### src/rtl/mem_arb_pkg.sv
// Shared types for the two-port memory arbiter.
// Owner encoding and the "no write" mask constant.
package mem_arb_pkg;

    typedef enum logic {
        OWN_IF = 1'b0,
        OWN_D  = 1'b1
    } owner_e;

    localparam logic [3:0] MEM_WMASK_NONE = 4'b0000;

endpackage

### src/rtl/rr_arb2.sv
// Two-input arbiter: round-robin or fixed data priority.
// One-hot grant; bit 0 = fetch, bit 1 = data.
module rr_arb2
    import mem_arb_pkg::*;
#(
    parameter bit FIXED_PRIO = 1'b0
) (
    input  logic       clk,
    input  logic       rst,
    input  logic [1:0] req,
    output logic [1:0] gnt
);

    owner_e last_owner;

    // Pick a winner this cycle; nothing is granted during reset.
    always_comb begin
        gnt = 2'b00;
        if (!rst) begin
            if (req == 2'b11) begin
                if (FIXED_PRIO) begin
                    gnt = 2'b10;
                end else if (last_owner == OWN_D) begin
                    gnt = 2'b01;
                end else begin
                    gnt = 2'b10;
                end
            end else begin
                gnt = req;
            end
        end
    end

    // Remember the most recent winner for round-robin fairness.
    always_ff @(posedge clk) begin
        if (rst) begin
            last_owner <= OWN_D;
        end else if (gnt[0]) begin
            last_owner <= OWN_IF;
        end else if (gnt[1]) begin
            last_owner <= OWN_D;
        end
    end

endmodule

### src/rtl/mem_arbiter.sv
// Shares one single-port memory between fetch and load/store.
// Drives memory in the grant cycle, routes read data one cycle later.
module mem_arbiter
    import mem_arb_pkg::*;
#(
    parameter bit FIXED_PRIO = 1'b0
) (
    input  logic        clk,
    input  logic        rst,
    input  logic        if_req_i,
    input  logic [31:0] if_addr_i,
    output logic        if_gnt_o,
    output logic        if_rvalid_o,
    output logic [31:0] if_rdata_o,
    input  logic        d_req_i,
    input  logic [31:0] d_addr_i,
    input  logic [3:0]  d_wmask_i,
    input  logic [31:0] d_wdata_i,
    output logic        d_gnt_o,
    output logic        d_rvalid_o,
    output logic [31:0] d_rdata_o,
    output logic [31:0] mem_addr_o,
    output logic        mem_rstrb_o,
    output logic [3:0]  mem_wmask_o,
    output logic [31:0] mem_wdata_o,
    input  logic [31:0] mem_rdata_i
);

    logic [1:0] gnt;
    logic       d_write;
    logic       rd_grant;
    owner_e     rd_owner;
    logic       rsp_pending;
    owner_e     rsp_owner;

    rr_arb2 #(
        .FIXED_PRIO(FIXED_PRIO)
    ) u_arb (
        .clk(clk),
        .rst(rst),
        .req({d_req_i, if_req_i}),
        .gnt(gnt)
    );

    assign if_gnt_o = gnt[0];
    assign d_gnt_o  = gnt[1];
    assign d_write  = (d_wmask_i != MEM_WMASK_NONE);
    assign rd_grant = gnt[0] | (gnt[1] & ~d_write);
    assign rd_owner = gnt[1] ? OWN_D : OWN_IF;

    // Steer the winner's access onto the memory port.
    always_comb begin
        mem_addr_o  = '0;
        mem_rstrb_o = 1'b0;
        mem_wmask_o = MEM_WMASK_NONE;
        mem_wdata_o = '0;
        if (gnt[0]) begin
            mem_addr_o  = if_addr_i;
            mem_rstrb_o = 1'b1;
        end else if (gnt[1]) begin
            mem_addr_o = d_addr_i;
            if (d_write) begin
                mem_wmask_o = d_wmask_i;
                mem_wdata_o = d_wdata_i;
            end else begin
                mem_rstrb_o = 1'b1;
            end
        end
    end

    // Track who owns the read data coming back next cycle.
    always_ff @(posedge clk) begin
        if (rst) begin
            rsp_pending <= 1'b0;
            rsp_owner   <= OWN_IF;
        end else begin
            rsp_pending <= rd_grant;
            if (rd_grant) begin
                rsp_owner <= rd_owner;
            end
        end
    end

    // A response in flight when reset arrives is dropped.
    assign if_rvalid_o = rsp_pending & ~rst & (rsp_owner == OWN_IF);
    assign d_rvalid_o  = rsp_pending & ~rst & (rsp_owner == OWN_D);
    assign if_rdata_o  = if_rvalid_o ? mem_rdata_i : '0;
    assign d_rdata_o   = d_rvalid_o ? mem_rdata_i : '0;

endmodule

### config.mk
export PLATFORM = sky130hd
export DESIGN_NAME = mem_arbiter
export DESIGN_NICKNAME = d
export VERILOG_FILES = /design/src/rtl/mem_arb_pkg.sv /design/src/rtl/rr_arb2.sv /design/src/rtl/mem_arbiter.sv
export SDC_FILE = /design/constraint.sdc
export NUM_CORES = 1
export LEC_CHECK = 0
export CAP_MARGIN = 20
export CORE_AREA = 2 2 105 107
export DETAILED_ROUTE_END_ITERATION = 16
export DIE_AREA = 0 0 107 109
export PLACE_DENSITY = 0.57
export SLEW_MARGIN = 10
export SYNTH_ARGS = -nofsm -noshare
export SYNTH_HDL_FRONTEND = slang
export SYNTH_SLANG_ARGS = --single-unit
export TNS_END_PERCENT = 1
### constraint.sdc
create_clock -name clk -period 3.2 [get_ports clk]
set_input_delay 0.8 -clock clk [delete_from_list [all_inputs] [get_ports clk]]
set_output_delay 0.8 -clock clk [all_outputs]
set_load 0.01 [all_outputs]
==> results by group, run 1 <==
Global route
  – Initial antenna violation count: 0
  – Largest net degree at the start of global routing: 34
  – Vias in the first global route: 2343
  – First-pass GRT wire length: 12490 um
  – Congestion Overflow GR: 0
  – Gr usage total: 13.76%

Yosys
  – Post-synthesis adder-cell area fraction: 0%
  – Yosys top cell area share: 51.55%
  – Post-synth top area cell: and2_1
  – Mapped Cells: 166
  – Syn Area/Cell: 7.311 um^2
  – Synth Warn #: 0
  – Post-synth cell types: 20
  – Fraction of registers with async set/reset: 0%
  – Mapped Nets: 302
  – Synth area leaders: and2_1 (52%), a22o_1 (23%), dfxtp_1 (4.9%)
  – Ys flop type: dfxtp_1
  – Simple-gate area share of the yosys netlist: 57.63%
  – FF+latch count, synth: 3
  – Xor and xnor area share after synthesis: 0%
  – Largest family of logic cells by synthesized area: simple AND/OR/NAND/NOR gates
  – Post-synth EDFFs: 0
  – Compound-Gate Fraction of Synth Area: 28.76%
  – Mapped cell area: 1214 um^2
  – Post-synthesis mux area share: 0%
  – Sequential share of the synthesized area: 4.948%

Route
  – DR iter-0 viols: 47
  – DR pass1 iterations: 4
  – Routed wire per std cell: 14.46 um
  – # DRC: 0
  – Via count: 2313
  – Antenna Nets Post-Route: 0
  – Via/cell ratio: 3.934
  – Final WL: 8504 um

STA
  – Slew Viols, Final: 0
  – Min cycle time layout: 3.134 ns
  – Crit share post-route: 97.95%
  – Worst-case clock skew: 0.001718 ns
  – Setup violations, final: 0
  – RSZ-0062 raised after global routing: yes
  – Final Hold Fails: 0
  – Worst slew pin tran: 0.3245 ns
  – F_max: 0.3190 GHz
  – Final hold slack: 0.5515 ns
  – Final worst slack: 0.06568 ns
  – Setup_tns: 0 ns
  – Slew HR: 78.37%

Worst setup path
  – Worst setup EP type: output pin
  – Slowest CP cell: clkdlybuf4s50_1
  – Crit-path cells: dlygate4sd2_1 > buf_6 > a211oi_4 > buf_4 > buf_4 > and2_1 > clkdlybuf4s50_1
  – CP max stage delay: 0.54 ns
  – CP startpoint kind: input pin
  – Crit path DAT: 2.33 ns
  – CP Max Fanout: 7
  – Worst Path Required: 2.40 ns
  – CP Class: in2out
  – Crit path top cell by count: buf_4

Layout
  – Area Growth Syn to Fin: 254.1%
  – Nets: 585
  – Finished Layout Cells: 588
  – Fillcell total: 1093
  – Layout cells sized above 1: 8.036%
  – # diodes: 0

Die
  – Die area: 11660 um^2
  – DIE HEIGHT: 109 um
  – Die width: 107 um
  – Core footprint: 10600 um^2
  – Initial core utilization: 11.45%
  – Num ports: 273
  – Row count: 38

Power
  – Worst vdd ir: 0.1292 mV
  – Power per Cell Area: 130.9 nW/um^2
  – Overall Power: 562.7 uW
  – Leak: 0.002025 uW

Clock tree
  – CTS Buf Count: 3
  – CTS H-tree depth: 1
  – Skew-Pair Late Insertion Delay: 0.21 ns
  – CTS Buffer Depth: 2
  – Clock Sinks: 3
  – Root buf cell: clkbuf_8
  – TritonCTS clock tree: yes
  – Reg clk slew, reported paths: 0.03 ns
  – # hold bufs at CTS: 0

Placement
  – Dpl cells: 573
  – Dpl ws: -0.3248 ns
  – GPL Wtd Cong: 0.8516
  – Count of input and output buffers: 272
  – DPL Wire Length: 6938 um

Outcome
  – Status: finished clean

Job
  – Max-Cap Viols: 0

Worst hold path
  – Tightest Hold Check Type: reg2reg
==> state kept, by name, summed over array words and instances (netlist names) <==
register / flops
u_arb.last_owner: 1
rsp_pending: 1
rsp_owner: 1
==> path summary, 6_finish.rpt <==
kind	from	depth (start not counted)	slack (ns)	end
worst max-delay path	rst	7	0.07	mem_wmask_o[0]
worst min register to register	rsp_owner	2	0.55	rsp_owner
worst max register to register	u_arb.last_owner	5	1.98	rsp_pending
worst min-delay path	rsp_owner	2	0.55	rsp_owner
==> where the power goes <==
part,leakage [uW],switching (uW),internal [uW]
logic,0.00198,135,277
clock network,0.0000228,23.7,84.8
registers,0.0000248,2.86,39.7
total,0.00203,161,401
==> area by class of cell <==
type	instances	area, um^2	area share [%]
clock buffer	4	45.04	1.048
inverter	2	7.507	0.1747
multi-input combinational	145	1065	24.77
sequential	3	60.06	1.397
tap	140	175.2	4.076
timing repair buffer	294	2945	68.53
==> critical path: cells and delay by family <==
kind                   cells  cell delay [ns]
buffers and inverters      5             1.20
AO/OA/AOI/OAI              1             0.21
AND/OR/NAND/NOR            1             0.11
==> Yosys cell counts (2+ instances only) <==
master,number
buf_2,6
a22o_1,32
and2_1,100
buf_6,4
clkbuf_1,6
dfxtp_1,3
a21o_1,2
==> stage by stage <==
| stage | util [%] | cell area, um^2 |
|---|---|---|
| final | 40.54 | 4298 |
| after global routing | 40.54 | 4298 |
| after CTS | 40.47 | 4290 |
| after detailed placement | 39.36 | 4173 |
| after global placement | 39.36 | 4173 |
| after floorplan | - | 1214 |
==> cells by family after synthesis <==
family,count (synthesis)
buffers and inverters,18
DFF,3
AOI/OAI and AO/OA,38
and+or+nand+nor,107
==> cells in the final DEF, fill, tap and decap left out <==
cell type / instances
a2111oi_4: 1
a211o_1: 1
a211oi_4: 1
a21o_1: 2
a21oi_1: 1
a22o_1: 32
and2_1: 100
and3b_1: 1
buf_12: 5
buf_16: 2
buf_2: 1
buf_4: 11
buf_6: 3
bufbuf_16: 1
clkbuf_1: 1
clkbuf_2: 1
clkbuf_8: 3
clkdlybuf4s15_1: 2
clkdlybuf4s15_2: 1
clkdlybuf4s50_1: 194
dfxtp_1: 3
dlygate4sd2_1: 68
dlymetal6s2s_1: 5
inv_2: 2
nor2_1: 1
nor2b_2: 1
nor3_1: 1
nor3_4: 1
nor3b_4: 1
nor4_4: 1
==> per-layer routing <==
metal / routed length [um] / track usage (%) / vias to the layer above / share of wire (%)
li1: - / - / 1130 / -
met1: 3088 / 15.15 / 1029 / 36
met2: 4535 / 26.52 / 148 / 53
met3: 789 / 3.646 / 6 / 9.3
met4: 90 / 2.690 / 0 / 1.1
met5: 0 / 0 / - / 0
==> timing repair <==
item	CTS	global route
resized for setup	87	6
cloned	4	0
hold endpoints to repair	0	0
setup buffers	7	0
pin swaps	4	1
endpoints found under the setup margin	136	9
Note: power is estimated with default switching activity, not from simulation.
==> run 2, diff against run 1 <==
- CTS_CLUSTER_SIZE: unset -> 28
==> results of run 2 <==
The final DEF is identical to that of run 1; final timing and power are the same.
